File: src/rtl/mips_pkg.sv
// rtl/mips_pkg.sv - shared constants, FSM encoding and index-width helper for the data memory
package mips_pkg;
  localparam int DATA_W_DEF = 32;
  localparam int DEPTH_DEF  = 64;

  typedef enum logic {
    MEM_IDLE  = 1'b0,
    MEM_CLEAR = 1'b1
  } mem_state_t;

  function automatic int idx_w(input int depth);
    return (depth > 1) ? $clog2(depth) : 1;
  endfunction
endpackage

File: src/rtl/mod_data_mem_param_if.sv
// rtl/mod_data_mem_param_if.sv - load/store port and second read port of the data memory
interface mod_data_mem_param_if #(
  parameter int DATA_W = 32,
  parameter int ADDR_W = 32
) ();
  logic                  mem_read;
  logic                  mem_write;
  logic [DATA_W/8-1:0]   byte_en;
  logic [ADDR_W-1:0]     data_address_1;
  logic [DATA_W-1:0]     write_data;
  logic                  rd_req_2;
  logic [ADDR_W-1:0]     data_address_2;
  logic [DATA_W-1:0]     data_out_1;
  logic                  valid_1;
  logic [DATA_W-1:0]     data_out_2;
  logic                  valid_2;

  modport master (
    output mem_read, mem_write, byte_en, data_address_1, write_data, rd_req_2, data_address_2,
    input  data_out_1, valid_1, data_out_2, valid_2
  );

  modport slave (
    input  mem_read, mem_write, byte_en, data_address_1, write_data, rd_req_2, data_address_2,
    output data_out_1, valid_1, data_out_2, valid_2
  );
endinterface

File: src/rtl/mod_mem_clr_seq.sv
// rtl/mod_mem_clr_seq.sv - clear sequencer: sweeps one word per cycle after reset or on request
module mod_mem_clr_seq
  import mips_pkg::*;
#(
  parameter int DEPTH      = DEPTH_DEF,
  parameter int CLR_ON_RST = 1,
  localparam int IDX_W     = idx_w(DEPTH)
) (
  input  logic             clk,
  input  logic             reset_n,
  input  logic             clr_req,
  output logic             busy,
  output logic             clr_we,
  output logic [IDX_W-1:0] clr_addr
);
  mem_state_t       state_q, state_d;
  logic [IDX_W-1:0] ptr_q;
  logic             last;

  assign last = (ptr_q == IDX_W'(DEPTH - 1));

  // Pointer sits at 0 while idle so a new sweep always starts from word 0
  always_ff @(posedge clk or negedge reset_n) begin
    if (!reset_n) begin
      state_q <= (CLR_ON_RST != 0) ? MEM_CLEAR : MEM_IDLE;
      ptr_q   <= '0;
    end else begin
      state_q <= state_d;
      if (state_q == MEM_IDLE || last) ptr_q <= '0;
      else                             ptr_q <= ptr_q + IDX_W'(1);
    end
  end

  always_comb begin
    state_d = state_q;
    case (state_q)
      MEM_IDLE:  if (clr_req) state_d = MEM_CLEAR;
      MEM_CLEAR: if (last)    state_d = MEM_IDLE;
      default:                state_d = MEM_IDLE;
    endcase
  end

  always_comb begin
    busy     = (state_q == MEM_CLEAR);
    clr_we   = busy;
    clr_addr = ptr_q;
  end
endmodule

File: src/rtl/mod_data_mem_param.sv
// rtl/mod_data_mem_param.sv - byte-enabled data memory, registered read on two ports, sequenced clear
module mod_data_mem_param
  import mips_pkg::*;
#(
  parameter int DATA_W     = DATA_W_DEF,
  parameter int DEPTH      = DEPTH_DEF,
  parameter int ADDR_W     = 32,
  parameter int CLR_ON_RST = 1
) (
  input  logic                 clk,
  input  logic                 reset_n,
  input  logic                 clr_req,
  mod_data_mem_param_if.slave  bus,
  output logic                 busy,
  output logic                 addr_err
);
  localparam int IDX_W = idx_w(DEPTH);
  localparam int NB    = DATA_W / 8;

  logic [DATA_W-1:0] mem [DEPTH];
  logic              clr_we;
  logic [IDX_W-1:0]  clr_addr;
  logic              in_1, in_2, wr_ok, rd1_ok, rd2_ok, err_d;
  logic [IDX_W-1:0]  idx_1, idx_2;

  mod_mem_clr_seq #(.DEPTH(DEPTH), .CLR_ON_RST(CLR_ON_RST)) u_clr_seq (
    .clk      (clk),
    .reset_n  (reset_n),
    .clr_req  (clr_req),
    .busy     (busy),
    .clr_we   (clr_we),
    .clr_addr (clr_addr)
  );

  // Range check uses the full address so out-of-range values never alias after truncation
  assign in_1   = (bus.data_address_1 < ADDR_W'(DEPTH));
  assign in_2   = (bus.data_address_2 < ADDR_W'(DEPTH));
  assign idx_1  = bus.data_address_1[IDX_W-1:0];
  assign idx_2  = bus.data_address_2[IDX_W-1:0];
  assign wr_ok  = !busy && bus.mem_write && in_1;
  assign rd1_ok = !busy && bus.mem_read  && in_1;
  assign rd2_ok = !busy && bus.rd_req_2  && in_2;
  assign err_d  = !busy && ((((bus.mem_read || bus.mem_write) && !in_1)) || (bus.rd_req_2 && !in_2));

  always_ff @(posedge clk) begin
    if (clr_we) begin
      mem[clr_addr] <= '0;
    end else if (wr_ok) begin
      for (int i = 0; i < NB; i++)
        if (bus.byte_en[i]) mem[idx_1][8*i +: 8] <= bus.write_data[8*i +: 8];
    end
  end

  // Reads sample the array before this edge's write lands, giving read-first behaviour
  always_ff @(posedge clk or negedge reset_n) begin
    if (!reset_n) begin
      bus.data_out_1 <= '0;
      bus.data_out_2 <= '0;
      bus.valid_1    <= 1'b0;
      bus.valid_2    <= 1'b0;
      addr_err       <= 1'b0;
    end else begin
      bus.valid_1 <= rd1_ok;
      bus.valid_2 <= rd2_ok;
      addr_err    <= err_d;
      if (rd1_ok) bus.data_out_1 <= mem[idx_1];
      if (rd2_ok) bus.data_out_2 <= mem[idx_2];
    end
  end
endmodule

File: src/flat_wrapper.sv
// flat-port wrapper written by rule: the top's interface ports become plain ports
module mod_data_mem_param_flat import mips_pkg::*;
#(
  parameter int DATA_W     = DATA_W_DEF,
  parameter int DEPTH      = DEPTH_DEF,
  parameter int ADDR_W     = 32,
  parameter int CLR_ON_RST = 1
)
  (clk, reset_n, clr_req, busy, addr_err, bus_mem_read, bus_mem_write, bus_byte_en, bus_data_address_1, bus_write_data, bus_rd_req_2, bus_data_address_2, bus_data_out_1, bus_valid_1, bus_data_out_2, bus_valid_2);
  mod_data_mem_param_if #(.DATA_W(DATA_W), .ADDR_W(ADDR_W)) bus_i ();
  input  logic clk;
  input  logic reset_n;
  input  logic clr_req;
  output logic busy;
  output logic addr_err;
  input wire logic [$bits(bus_i.mem_read)-1:0] bus_mem_read;
  input wire logic [$bits(bus_i.mem_write)-1:0] bus_mem_write;
  input wire logic [$bits(bus_i.byte_en)-1:0] bus_byte_en;
  input wire logic [$bits(bus_i.data_address_1)-1:0] bus_data_address_1;
  input wire logic [$bits(bus_i.write_data)-1:0] bus_write_data;
  input wire logic [$bits(bus_i.rd_req_2)-1:0] bus_rd_req_2;
  input wire logic [$bits(bus_i.data_address_2)-1:0] bus_data_address_2;
  output wire logic [$bits(bus_i.data_out_1)-1:0] bus_data_out_1;
  output wire logic [$bits(bus_i.valid_1)-1:0] bus_valid_1;
  output wire logic [$bits(bus_i.data_out_2)-1:0] bus_data_out_2;
  output wire logic [$bits(bus_i.valid_2)-1:0] bus_valid_2;
  assign bus_i.mem_read = bus_mem_read;
  assign bus_i.mem_write = bus_mem_write;
  assign bus_i.byte_en = bus_byte_en;
  assign bus_i.data_address_1 = bus_data_address_1;
  assign bus_i.write_data = bus_write_data;
  assign bus_i.rd_req_2 = bus_rd_req_2;
  assign bus_i.data_address_2 = bus_data_address_2;
  assign bus_data_out_1 = bus_i.data_out_1;
  assign bus_valid_1 = bus_i.valid_1;
  assign bus_data_out_2 = bus_i.data_out_2;
  assign bus_valid_2 = bus_i.valid_2;
  mod_data_mem_param #(.DATA_W(DATA_W), .DEPTH(DEPTH), .ADDR_W(ADDR_W), .CLR_ON_RST(CLR_ON_RST)) u_core (.clk(clk), .reset_n(reset_n), .clr_req(clr_req), .bus(bus_i), .busy(busy), .addr_err(addr_err));
endmodule
File: config.mk
export PLATFORM = sky130hd
export DESIGN_NAME = mod_data_mem_param_flat
export DESIGN_NICKNAME = d
export VERILOG_FILES = /design/src/rtl/mips_pkg.sv /design/src/rtl/mod_data_mem_param_if.sv /design/src/rtl/mod_mem_clr_seq.sv /design/src/rtl/mod_data_mem_param.sv /design/src/flat_wrapper.sv
export SDC_FILE = /design/constraint.sdc
export NUM_CORES = 2
export LEC_CHECK = 0
export BUFFER_PORTS_ARGS = -buffer_cell sky130_fd_sc_hd__buf_2
export CORE_UTILIZATION = 57
export CTS_CLUSTER_DIAMETER = 200
export DETAILED_ROUTE_END_ITERATION = 10
export PLACE_DENSITY = 0.76
export SYNTH_ARGS = -nofsm -noshare
export SYNTH_HDL_FRONTEND = slang
export SYNTH_SLANG_ARGS = --single-unit
File: constraint.sdc
create_clock -name clk -period 3 [get_ports clk]
set_input_delay 0 -clock clk [delete_from_list [all_inputs] [get_ports clk]]
set_output_delay 0 -clock clk [all_outputs]
set_load 0.005 [all_outputs]
# Yosys cells after proc, flatten, opt, wreduce, memory -nomap -nowiden
# Memory sizes are Yosys's and may differ from the RTL's. A register that Yosys moved wholly into a read port is not among the register bits.
# Index checks and enable logic that the tools add are counted.
[word_totals] register_bits=10 ramBits=2048 in_bits=106 mem_count=1
[op_classes] n_addsub=1 magnitude_cmp=2 n_eq_ne=1 muxes=25 bitwise=1 reduce_logical=18
[mem_list] memory="u_core.mem" words=64 width=32 read_ports=2 rd_ports_with_merged_regs=2 wr=1 line="mod_data_mem_param.sv:20" text="logic [DATA_W-1:0] mem [DEPTH];"
[ops] cell="$lt A32 B7 Y1 const B" n=2
[ops] cell="$mux W32" n=1
[ops] cell="$reduce_or A32 Y1" n=1
[ops] cell="$mux W1" n=20
[ops] cell="$mux W6" n=2
[ops] cell="$logic_and A1 B1 Y1" n=9
[ops] cell="$add A6 B1 Y6 const B" n=1
[ops] cell="$eq A6 B6 Y1 const B" n=1
[ops] cell="$logic_not A1 Y1" n=5
[ops] cell="$mux W4" n=1
[ops] cell="$logic_or A1 B1 Y1" n=3
[ops] cell="$pmux W1 S2" n=1
[ops] cell="$not A1 Y1" n=1

# Logic depth before layout (Yosys ltp)
[logic_depth] ltp_word=8 mapped_depth=11 depth_no_buf=5

# Modules after synthesis
# A second synthesis with hierarchy kept.
[unflattened] cells_unflattened=5456 area_unflattened_um2=99939.6
[modules_own_cells] mod="mod_data_mem_param" n_inst=1 cells_per_inst=5425 area_each_um2=99628.1 seq_area_each_um2=63175.6
[modules_own_cells] mod="mod_mem_clr_seq" n_inst=1 cells_per_inst=31 area_each_um2=311.5 seq_area_each_um2=176.4

# Worst setup path after synthesis
# Ideal clock, no wire load.
[synth_timing] path_kind="in2reg" start="input port bus_data_address_1[25]" end="memory u_core.mem[14][0], enable pin" setup_time_ns=0.395 t_arrival_ns=2.580 required_time_ns=2.605 path_slack_ns=0.025 path_stages=7 path_cell_list="nor4_1 nand4_1 buf_2 nor4_4 mux2_2 buf_4 nor4_1"
[synth_via] elab_chain_cells=7 elab_cells_between_ends=17 cone_classes="1 x order compare; 14 x mux; 2 x reduce/logical"
[synth_rtl] element="start, declared" line="flat_wrapper.sv:19" text="input wire logic [$bits(bus_i.data_address_1)-1:0] bus_data_address_1;"
[synth_rtl] element="$lt A32 B7 Y1 (*)" line="mod_data_mem_param.sv:36" text="assign in_1 = (bus.data_address_1 < ADDR_W'(DEPTH));"
[synth_rtl] element="$logic_and A1 B1 Y1 (*)" line="mod_data_mem_param.sv:40" text="assign wr_ok = !busy && bus.mem_write && in_1;"
[synth_rtl] element="$mux W1" line="mod_data_mem_param.sv:48" text="end else if (wr_ok) begin"
[synth_rtl] element="$mux W1" line="mod_data_mem_param.sv:46" text="if (clr_we) begin"
[synth_rtl] element="$mux W1 (implied by the code)" line="mod_data_mem_param.sv:50" text="if (bus.byte_en[i]) mem[idx_1][8*i +: 8] <= bus.write_data[8*i +: 8];"
[synth_rtl] element="$reduce_or A32 Y1 (no source line)"
[synth_rtl] element="$mux W6 (no source line) or $mux W4 (tied branches)"
[synth_rtl] element="end, declared" line="mod_data_mem_param.sv:20"
# Mark *: on every way between the ends. The rest lies on a longest branch, timed or not.

# Final worst setup path
[layout_timing] start="register u_core.u_clr_seq.state_q (netlist: u_core.u_clr_seq.busy)" end="memory u_core.mem[12][13], enable pin"
[layout_via] elab_chain_cells=8 elab_cells_between_ends=20 cone_classes="16 x mux; 4 x reduce/logical"
[layout_rtl] element="start, declared" line="mod_mem_clr_seq.sv:16" text="mem_state_t state_q, state_d;"
[layout_rtl] element="start signal, assigned" line="mod_mem_clr_seq.sv:25" text="state_q <= (CLR_ON_RST != 0) ? MEM_CLEAR : MEM_IDLE;"
[layout_rtl] element="start signal, assigned" line="mod_mem_clr_seq.sv:28" text="state_q <= state_d;"
[layout_rtl] element="$logic_not A1 Y1" line="mod_data_mem_param.sv:40"
[layout_rtl] element="$logic_and A1 B1 Y1 (2 in series)" line="mod_data_mem_param.sv:40"
[layout_rtl] element="$mux W1" line="mod_data_mem_param.sv:48"
[layout_rtl] element="$mux W1" line="mod_data_mem_param.sv:46"
[layout_rtl] element="$mux W1 (implied by the code)" line="mod_data_mem_param.sv:50"
[layout_rtl] element="$reduce_or A32 Y1 (no source line)"
[layout_rtl] element="$mux W6 (no source line) or $mux W4 (tied branches)"
# Parallel ways exist; a longest one is shown, timed or not.

==> key figures <==
Status
  • Run status: finished, violations left
  • Violated checks: setup timing

Clock tree
  • Clock tree from TritonCTS: built
  • Inserted Clock Buffers: 200
  • Worst skew pair latency: 0.86 ns
  • Number of levels the H-tree was split into: 4
  • Clock sinks: 2122
  • Clock slew seen by the registers of the worst setup and hold paths: 0.07 ns
  • Longest Clk Path Bufs: 3
  • Clock Root Buffer: sky130_fd_sc_hd__clkbuf_16

Place
  • HPWL after DPL: 206000 um
  • Number of I/O port buffers: 173
  • RePlAce Congestion: 0.961

Yosys
  • Share of synthesized cell area in full adder, half adder and majority cells: 0.0126%
  • #FFs+latches synth: 2122
  • Post-synth top area share: 61.7%
  • Post-Synth Simple-Gate Area: 4.16%
  • Post-synthesis cell type with the largest combined area: sky130_fd_sc_hd__edfxtp_1
  • Post-synth EDFFs: 2048
  • Fraction of the mapped netlist area in compound gates: 4.53%
  • Mean post-synth cell area: 18.4 um^2
  • Register area share after synthesis: 63.6%
  • Synth Warn #: 0
  • Synthesized cell area: 0.0996 mm^2
  • Xor and xnor fraction of the mapped netlist area: 0.0264%
  • Post-synthesis net count: 5515
  • Share of cell area taken by muxes after synthesis: 25.5%
  • Ranking of synthesized cells by area: sky130_fd_sc_hd__edfxtp_1 (62%), sky130_fd_sc_hd__mux4_2 (20%), sky130_fd_sc_hd__mux2i_1 (3.0%)
  • Commonest register cell after synthesis: sky130_fd_sc_hd__edfxtp_1
  • Dominant combinational cell family by area after synthesis: multiplexers
  • Share of async-settable or async-resettable flops after synthesis: 3.49%
  • Cell variety after synth: 46
  • Synthesized instance count: 5408

Finish
  • Most used cells in the layout excluding fill and tap cells: sky130_fd_sc_hd__edfxtp_1 (2048), sky130_fd_sc_hd__mux4_2 (864), sky130_fd_sc_hd__buf_4 (510), sky130_fd_sc_hd__mux2i_1 (289), sky130_fd_sc_hd__mux2_2 (259)
  • Most common cell after layout, fill and taps aside: sky130_fd_sc_hd__edfxtp_1
  • Final #Nets: 6094
  • Layout overhead on the synthesized area: 16.4%
  • Number of inserted filler cells in the final layout: 11100
  • Sequential cell area: 0.0634 mm^2
  • Layout cell share with drive strength beyond 1: 39.5%
  • Final core utilization: 66.7%
  • Area of the multi-input gates: 0.0347 mm^2

Routing
  • Antenna viol nets, final: 0
  • Total via count in the routed design: 62500
  • Total length of routed wires: 310000 um
  • Average detailed-routed wire length per instance: 36.5 um
  • Drt drc: 0
  • Detailed-router iteration count before antenna repair: 8
  • Post-DR vias/cell: 7.37
  • DRC violation total after the first TritonRoute iteration: 10300

Setup path
  • Slowest CP cell: sky130_fd_sc_hd__dfstp_2
  • Critical path endpoint: u_core.mem[12][13]
  • Slowest Stage Delay on Critical Path: 0.53 ns
  • Arrival @ worst endpoint: 3.61 ns
  • Cell-by-cell listing of the critical path: inv_1 > nand4_1 > buf_4 > buf_12 > mux2i_4 > buf_4 > buf_4 > nor3_1 > buf_4
  • Worst-path maximum fanout: 20
  • Capture instance of the worst register-to-register path: u_core.mem[12][13]
  • Critical path launch point: u_core.u_clr_seq.busy
  • Required time at the endpoint of the critical path: 3.59 ns
  • Worst flop-to-flop path startpoint: u_core.u_clr_seq.busy
  • FF-to-FF setup slack: -0.02 ns
  • Setup Crit Path Kind: flip-flop to flip-flop
  • Critical path's most frequent cell: sky130_fd_sc_hd__buf_4
  • Startpoint type of the worst setup path: flip-flop
  • Number of cells on the worst reg-to-reg path: 9
  • Category of the worst setup path capture point: flip-flop

Timing
  • Final Cycle Share: 101%
  • Total count of hold-check failures in the final report: 0
  • Final critical delay including setup and external delays: 3.02 ns
  • Final-report setup violation count: 16
  • Clock Skew: 0.0364 ns
  • Setup repair after global routing missed its margin: false
  • Worst Tran Pin Value: 1.18 ns
  • Final worst-path setup slack: -0.0206 ns
  • Max-slew headroom at the worst pin: 19.4%
  • Final Max Tran Viols: 0
  • Peak clock frequency supported by timing: 0.331 GHz
  • Tightest hold margin: 0.0626 ns

Power and ir drop
  • Proportion of total power due to net switching: 21.5%
  • Combinational fraction of design power: 4.8%
  • Cell-internal power: 48000 uW
  • Reported leakage power: 0.0351 uW
  • Switching power total: 13200 uW
  • Sequential cell fraction of total power: 52.3%
  • Largest voltage drop on the vdd net: 0.711 mV
  • Power after layout: 61200 uW
  • Power per standard cell area: 528 mW/mm^2
  • Clock power frac: 42.9%

Floorplan
  • Floorplan Core Area: 0.174 mm^2
  • Die area: 0.176 mm^2
  • Row cnt: 153
  • I/O Pins: 174
  • Die W: 420 um
  • Starting Density: 57.3%
  • Overall die height: 420 um

GRT
  • Vias in the first global route: 62100
  • Remaining global-route overflow: 0
  • Initial antenna violation count: 12
  • Global-route wire length before repair: 442000 um
  • Largest net degree at the start of global routing: 71
  • Global Route Usage Sum: 35.4%

Worst hold path
  • Hold Crit Class: primary input to flip-flop

Job
  • Max capacitance violation total: 0
layout make-up:
cell class	count	area share (%)
Tap cell	2325	2.51
Sequential cell	2122	54.6
Antenna cell	3	0.00647
Multi-Input combinational cell	2782	29.9
Inverter	7	0.0227
Clock inverter	131	1.23
Timing Repair Buffer	874	7.08
Clock buffer	241	4.58
per-layer routing:
| metal | track usage (%) | wire (um) |
|---|---|---|
| met5 | 0 | 94 |
| met4 | 19.3 | 19200 |
| met1 | 47.3 | 106000 |
| met2 | 53.8 | 144000 |
| met3 | 8.77 | 40400 |
registers in the layout (all words and copies together), names as in the netlist:
name and count:
u_core.addr_err 1, u_core.mem 2048, u_core.u_clr_seq.busy 1, u_core.bus.data_out_2 32, u_core.bus.data_out_1 32, u_core.bus.valid_2 1
u_core.bus.valid_1 1, u_core.u_clr_seq.clr_addr 6
worst max-delay path, delay by kind of cell, from the launching register on:
family,cells,cell delay (ns)
muxes,1,0.40
DFF,1,0.53
buffers and inverters,6,1.55
and+or+nand+nor,2,0.23
through the flow:
step	setup WS, ns	setup TNS (ns)	cell area, um^2	cells
4_1_cts	0.0570	0	116000	8482
3_3_place_gp	-0.256	-49.96	109000	8064
6_report	-0.0206	-0.128	116000	8485
5_1_grt	0.00570	0	116000	8484
3_5_place_dp	-0.292	-47.93	109000	8064
2_1_floorplan	0.0251	0	99600	5408
power groups by stage:
stage                     logic (uW)  clock network (uW)  registers, uW
after floorplan                 1710                   0          32600
after global placement          2780                   0          32600
after detailed placement        2800                   0          32600
after CTS                       2870               26300          32000
after global routing            3020               27400          32000
final                           2930               26300          32000
cells in the mapped netlist (all sizes together) (2+ instances only):
cell / count
edfxtp: 2048
mux4: 864
clkbuf: 298
mux2i: 298
mux2: 260
a22oi: 256
buf: 199
nor3: 160
nand2: 143
o22ai: 129
nor4: 122
nand3: 105
dfrtp: 73
a21oi: 66
nor3b: 65
o31ai: 64
and2: 37
o21ai: 36
and3: 34
a41oi: 33
a2111o: 32
nor2: 29
nor2b: 15
o221ai: 8
inv: 6
nand2b: 6
nand4: 5
or2: 3
and3b: 2
o41ai: 2
xor2: 2
logic make-up after synthesis:
logic type               after synthesis
XOR/XNOR                               3
adder cells (fa/ha/maj)                1
flip-flops                          2122
AND/OR/NAND/NOR                      728
buffers and inverters                504
multiplexers                        1422
AO/OA/AOI/OAI                        628
repair_timing:
action | CTS | global route
setup buffers | 3 | 0
hold buffers | 43 | 0
gates resized for setup | 1 | 5
endpoints found under the hold margin | 2163 | 0
endpoints found under the setup margin | 64 | 25
how the worst min path moves through the flow:
stage                                from                        end  slack, ns  depth (start not counted)
finish              bus_data_address_2[7]  u_core.bus.data_out_2[31]       0.06                          7
global route        bus_data_address_2[7]         u_core.bus.valid_2       0.08                          5
CTS                 bus_data_address_2[7]         u_core.bus.valid_2       0.02                          5
detailed placement                reset_n  u_core.bus.data_out_2[20]       0.21                          1
global placement                  reset_n  u_core.bus.data_out_2[20]       0.20                          1
floorplan                         reset_n            u_core.addr_err      -0.30                          0
No activity file was read; power rests on OpenSTA's default activity.
